<file path="src/rtl/operand_packer.sv">
// ---------------------------------------------------------------------------
// operand_packer
//
// Packs a serial stream of WIDTH-bit terms into groups of four operands for
// the downstream 4-input adder tree. Terms arrive on a valid/ready handshake.
// Each completed group is presented in parallel on out_a..out_d, with the
// first accepted term on out_a, and is handed off on an output valid/ready
// handshake.
//
// Optional feature (macro PACKER_LAST_PAD_EN):
//   defined   - in_last closes a group early. Unused positions are zero-padded
//               and out_count reports 1..4.
//   undefined - in_last is ignored. Groups close only on the 4th term, and
//               out_count is 4 for every group.
//
// Ports
//   clk        in   clock, rising edge
//   rst        in   synchronous reset, active high
//   in_data    in   [WIDTH-1:0] incoming term
//   in_valid   in   in_data valid
//   in_ready   out  term accepted this cycle when in_valid is also high
//   in_last    in   final term of a group (only used with PACKER_LAST_PAD_EN)
//   out_a..d   out  [WIDTH-1:0] operands in arrival order
//   out_count  out  [2:0] number of real operands in the group (1..4)
//   out_valid  out  output group valid
//   out_ready  in   consumer takes the group this cycle
// ---------------------------------------------------------------------------
module operand_packer #(
    parameter int WIDTH = 13
) (
    input  logic             clk,
    input  logic             rst,
    input  logic [WIDTH-1:0] in_data,
    input  logic             in_valid,
    output logic             in_ready,
    input  logic             in_last,
    output logic [WIDTH-1:0] out_a,
    output logic [WIDTH-1:0] out_b,
    output logic [WIDTH-1:0] out_c,
    output logic [WIDTH-1:0] out_d,
    output logic [2:0]       out_count,
    output logic             out_valid,
    input  logic             out_ready
);

    logic [WIDTH-1:0] slot0, slot1, slot2;
    logic [1:0]       fill;
    logic             last_close;
    logic             accept;
    logic             closing;
    logic             transfer;
    logic [WIDTH-1:0] nxt_a, nxt_b, nxt_c, nxt_d;

`ifdef PACKER_LAST_PAD_EN
    assign last_close = in_last;
`else
    logic unused_in_last;
    assign unused_in_last = in_last;
    assign last_close     = 1'b0;
`endif

    // A closing beat has to write the output register, so it may only go
    // ahead when that register is empty or draining this cycle. Beats that
    // only fill a slot never wait for the output side.
    assign in_ready = ((fill != 2'd3) && !last_close) || !out_valid || out_ready;
    assign accept   = in_valid && in_ready;
    assign closing  = accept && ((fill == 2'd3) || last_close);
    assign transfer = out_valid && out_ready;

    // Group assembly: buffered slots below fill, the closing term at
    // position fill, and zeros above it.
    always_comb begin
        nxt_a = '0;
        nxt_b = '0;
        nxt_c = '0;
        nxt_d = '0;
        case (fill)
            2'd0: begin
                nxt_a = in_data;
            end
            2'd1: begin
                nxt_a = slot0;
                nxt_b = in_data;
            end
            2'd2: begin
                nxt_a = slot0;
                nxt_b = slot1;
                nxt_c = in_data;
            end
            default: begin
                nxt_a = slot0;
                nxt_b = slot1;
                nxt_c = slot2;
                nxt_d = in_data;
            end
        endcase
    end

    always_ff @(posedge clk) begin
        if (rst) begin
            slot0     <= '0;
            slot1     <= '0;
            slot2     <= '0;
            fill      <= 2'd0;
            out_a     <= '0;
            out_b     <= '0;
            out_c     <= '0;
            out_d     <= '0;
            out_count <= 3'd0;
            out_valid <= 1'b0;
        end else begin
            if (closing) begin
                out_a     <= nxt_a;
                out_b     <= nxt_b;
                out_c     <= nxt_c;
                out_d     <= nxt_d;
                out_count <= {1'b0, fill} + 3'd1;
                out_valid <= 1'b1;
                fill      <= 2'd0;
            end else begin
                if (accept) begin
                    case (fill)
                        2'd0:    slot0 <= in_data;
                        2'd1:    slot1 <= in_data;
                        default: slot2 <= in_data;
                    endcase
                    fill <= fill + 2'd1;
                end
                // Operand values keep their last contents after a hand-off.
                if (transfer) begin
                    out_valid <= 1'b0;
                end
            end
        end
    end

endmodule

</file>
<file path="config.mk">
export PLATFORM = sky130hd
export DESIGN_NAME = operand_packer
export DESIGN_NICKNAME = d
export VERILOG_FILES = /design/src/rtl/operand_packer.sv
export SDC_FILE = /design/constraint.sdc
export NUM_CORES = 1
export LEC_CHECK = 0
export BUFFER_PORTS_ARGS = -buffer_cell sky130_fd_sc_hd__buf_2
export CORE_ASPECT_RATIO = 0.5
export CORE_MARGIN = 2
export CORE_UTILIZATION = 35
export DETAILED_ROUTE_END_ITERATION = 16
export PLACE_DENSITY_LB_ADDON = 0.08
export SYNTH_ARGS = -nofsm -noshare
export SYNTH_HDL_FRONTEND = slang
export SYNTH_SLANG_ARGS = --single-unit
</file>
<file path="constraint.sdc">
create_clock -name clk -period 1.6 [get_ports clk]
set_input_delay 0 -clock clk [delete_from_list [all_inputs] [get_ports clk]]
set_output_delay 0 -clock clk [all_outputs]
set_load 0.01 [all_outputs]
</file>
==> flow_metrics.env <==
export IMPL_status="finished, final reports clean"
export IMPL_path_cells="inv_1 > ha_2 > or4b_4 > nand2_1 > a21oi_1"
export IMPL_grt_max_degree=98
export IMPL_p_int_mw=4.069
export IMPL_initial_core_util_pct=36.08
export IMPL_cpLargestDelayFamily="simple AND/OR/NAND/NOR gates"
export IMPL_met3_usage_pct=5.240
export IMPL_clockRootBuffer="clkbuf_16"
export IMPL_rsz0062_at_grt="yes"
export IMPL_cts_buffers=9
export IMPL_pwr_share_comb_pct=10.4
export IMPL_post_route_period_util_pct=97.26
export IMPL_overflow=0
export IMPL_grt_usage_pct=19.51
export IMPL_cp_num_buf_inv=1
export IMPL_synthTopCellsByCount="110 x a21oi_1, 97 x dfxtp_1, 81 x nand2_1"
export IMPL_critPathCaptureType="flop"
export IMPL_ys_seq_elements=97
export IMPL_pin_count=75
export IMPL_clock_path_buffers=2
export IMPL_path_clk_slew_ns=0.07
export IMPL_required_ns=1.80
export IMPL_hp_class="in2reg"
export IMPL_seq_area_frac_synth_pct=48.87
export IMPL_ir_drop_uv=536.3
export IMPL_cts_htree_levels=3
export IMPL_drt_total_wl_um=11830
export IMPL_powerDensity_nw_per_um2=1054
export IMPL_crit_fanout=13
export IMPL_switching_share_pct=24.06
export IMPL_hold_viol_final=0
export IMPL_insertion_delay_ns=0.34
export IMPL_row_count=27
export IMPL_fin_util_pct=46.18
export IMPL_r2r_slack_ns=0.04
export IMPL_wire_per_inst_um=17.00
export IMPL_drive_above_1_share_pct=24.68
export IMPL_leakage_nw=1.994
export IMPL_cp_slowest_cell="or4b_4"
export IMPL_numPortBuffers=73
export IMPL_synth_avg_cell_area_um2=8.546
export IMPL_p_clk_share_pct=42.8
export IMPL_grt_pass1_vias=3330
export IMPL_synthCells=465
export IMPL_dieWidth_um=154.7
export IMPL_design_area_um2=5086
export IMPL_dp_cells=668
export IMPL_die_area_um2=12270
export IMPL_dr_total_vias=3572
export IMPL_synth_area_leaders="dfxtp_1 49%, a21oi_1 14%, nand2_1 7.7%, a211oi_1 4.9%, o21ai_0 3.5%"
export IMPL_antenna_found_initial=0
export IMPL_skew_ns=0.005821
export IMPL_busiest_layer="met1"
export IMPL_synth_most_common_cell="a21oi_1"
export IMPL_max_slew_margin_pct=68.00
export IMPL_hold_ws_ns=0.01613
export IMPL_avgViaCountPerCell=5.132
export IMPL_final_nets=568
export IMPL_diodes=0
export IMPL_syn_area_um2=3974
export IMPL_drtAntennaViolNets=0
export IMPL_grt_pass1_wl_um=18540
export IMPL_gp_congestion=0.7131
export IMPL_criticalPathCategory="reg2reg"
export IMPL_synth_edf_count=0
export IMPL_ys_types=27
export IMPL_dr_pass1_iters=4
export IMPL_seqPwrFrac_pct=46.8
export IMPL_clock_sinks=97
export IMPL_startpoint_type="flop"
export IMPL_period_minus_slack_ns=1.556
export IMPL_cts_tree="yes"
export IMPL_layout_cells_non_filler=696
export IMPL_synth_ff_type="dfxtp_1"
export IMPL_cp_arrival_ns=1.76
export IMPL_tightest_slew_ns=0.4801
export IMPL_area_growth_pct=27.99
export IMPL_netSwitchingPower_mw=1.289
export IMPL_use_met1_pct=28.77
export IMPL_timing_fmax_ghz=0.6426
export IMPL_drtIter0Drc=266
export IMPL_hpwl_um=7215
export IMPL_final_max_slew_viol_count=0
export IMPL_yosysTopAreaCell="dfxtp_1"
export IMPL_postSynth_asyncResetShare_pct=0
export IMPL_core_area_um2=11010
export IMPL_finalPower_mw=5.359
export IMPL_synth_fp_nets=487
export IMPL_max_cap_violations=0
export IMPL_slowest_delay_ns=0.63
export IMPL_die_y_um=79.35
export IMPL_fillers=1121
export IMPL_setup_viol=0
export IMPL_grt_use_met2_pct=27.95
export IMPL_dpl_cell_area_um2=4593
export IMPL_drc=0
export IMPL_yosysTopAreaCellShare_pct=48.87
export IMPL_yosys_warnings=0
kinds of logic (layout without fill, tap and decap cells):
logic type | count (synthesis) | after routing | synth area share (%)
flip-flops | 97 | 97 | 48.87
buffers and inverters | 49 | 135 | 6.958
adder cells (fa/ha/maj) | 4 | 4 | 1.259
multiplexers | 13 | 13 | 3.274
AND/OR/NAND/NOR | 137 | 137 | 17.19
AO/OA/AOI/OAI | 165 | 165 | 22.45
cell type report:
class                   count  area (um2)  share of cell area (%)
flip-flops and latches     97        1944                   38.23
multi-input cells         319        1789                   35.18
repair buffers            116       849.6                   16.70
clock buffers               9       225.2                   4.428
well taps                 145       181.4                   3.567
clock inverters             7       85.08                   1.673
inverters                   3       11.26                  0.2214
final timing paths:
path,start,endpoint,cells after the start
setup / recovery,fill[0]$_SDFFE_PP0N_,slot2[1]$_SDFFE_PP0P_,5
hold / removal,in_data[10],slot1[10]$_SDFFE_PP0P_,3
setup reg to reg,fill[0]$_SDFFE_PP0N_,slot2[1]$_SDFFE_PP0P_,5
hold reg to reg,slot1[10]$_SDFFE_PP0P_,slot1[10]$_SDFFE_PP0P_,2
through the flow:
| step | setup WS, ns | TNS (ns) |
|---|---|---|
| CTS | 0.02897 | 0 |
| detailed placement | 0.04742 | 0 |
| finish | 0.04381 | 0 |
| global route | -0.02647 | -0.2102 |
| floorplan | 0.02255 | 0 |
| global placement | 0.06997 | 0 |
placed cells by master (no fill, tap or decap), types with 5 or more instances in the layout:
| master | n |
|---|---|
| a211oi_1 | 23 |
| a21oi_1 | 110 |
| buf_12 | 8 |
| buf_2 | 73 |
| buf_4 | 20 |
| clkbuf_16 | 10 |
| clkinv_2 | 5 |
| dfxtp_1 | 95 |
| dlygate4sd3_1 | 10 |
| mux2i_1 | 13 |
| nand2_1 | 81 |
| nand3_1 | 17 |
| nand4_1 | 13 |
| nor3b_1 | 12 |
| o21ai_0 | 28 |
state kept, by name, indices dropped and copies added (netlist names):
signal / flops
out_b: 13
out_c: 13
out_count: 3
slot1: 13
slot0: 13
slot2: 13
out_a: 13
fill: 2
out_valid: 1
out_d: 13
worst min-delay path: stages:
cell	delay [ns]
buf_2	0.17
nand2_1	0.08
a21oi_1	0.05
repair_timing:
action	4_1_cts	5_1_grt
hold endpoints to repair	27	0
gates resized for setup	0	14
hold buffers	10	0
buffers inserted	0	1
endpoints found under the setup margin	0	61
layer usage:
| metal | vias to the layer above | wire length [um] |
|---|---|---|
| met2 | 89 | 4833 |
| met1 | 1676 | 6096 |
| li1 | 1803 | - |
| met5 | - | 0 |
| met3 | 4 | 833 |
| met4 | 0 | 70 |
power groups by stage:
stage | sequential (mW) | combinational (mW) | clock, mW
after CTS | 2.51 | 0.536 | 2.33
after global placement | 2.56 | 0.512 | 0
after floorplan | 2.56 | 0.307 | 0
after detailed placement | 2.57 | 0.516 | 0
final | 2.51 | 0.555 | 2.29
after global routing | 2.52 | 0.606 | 2.43
No activity file was read; power rests on OpenSTA's default activity.
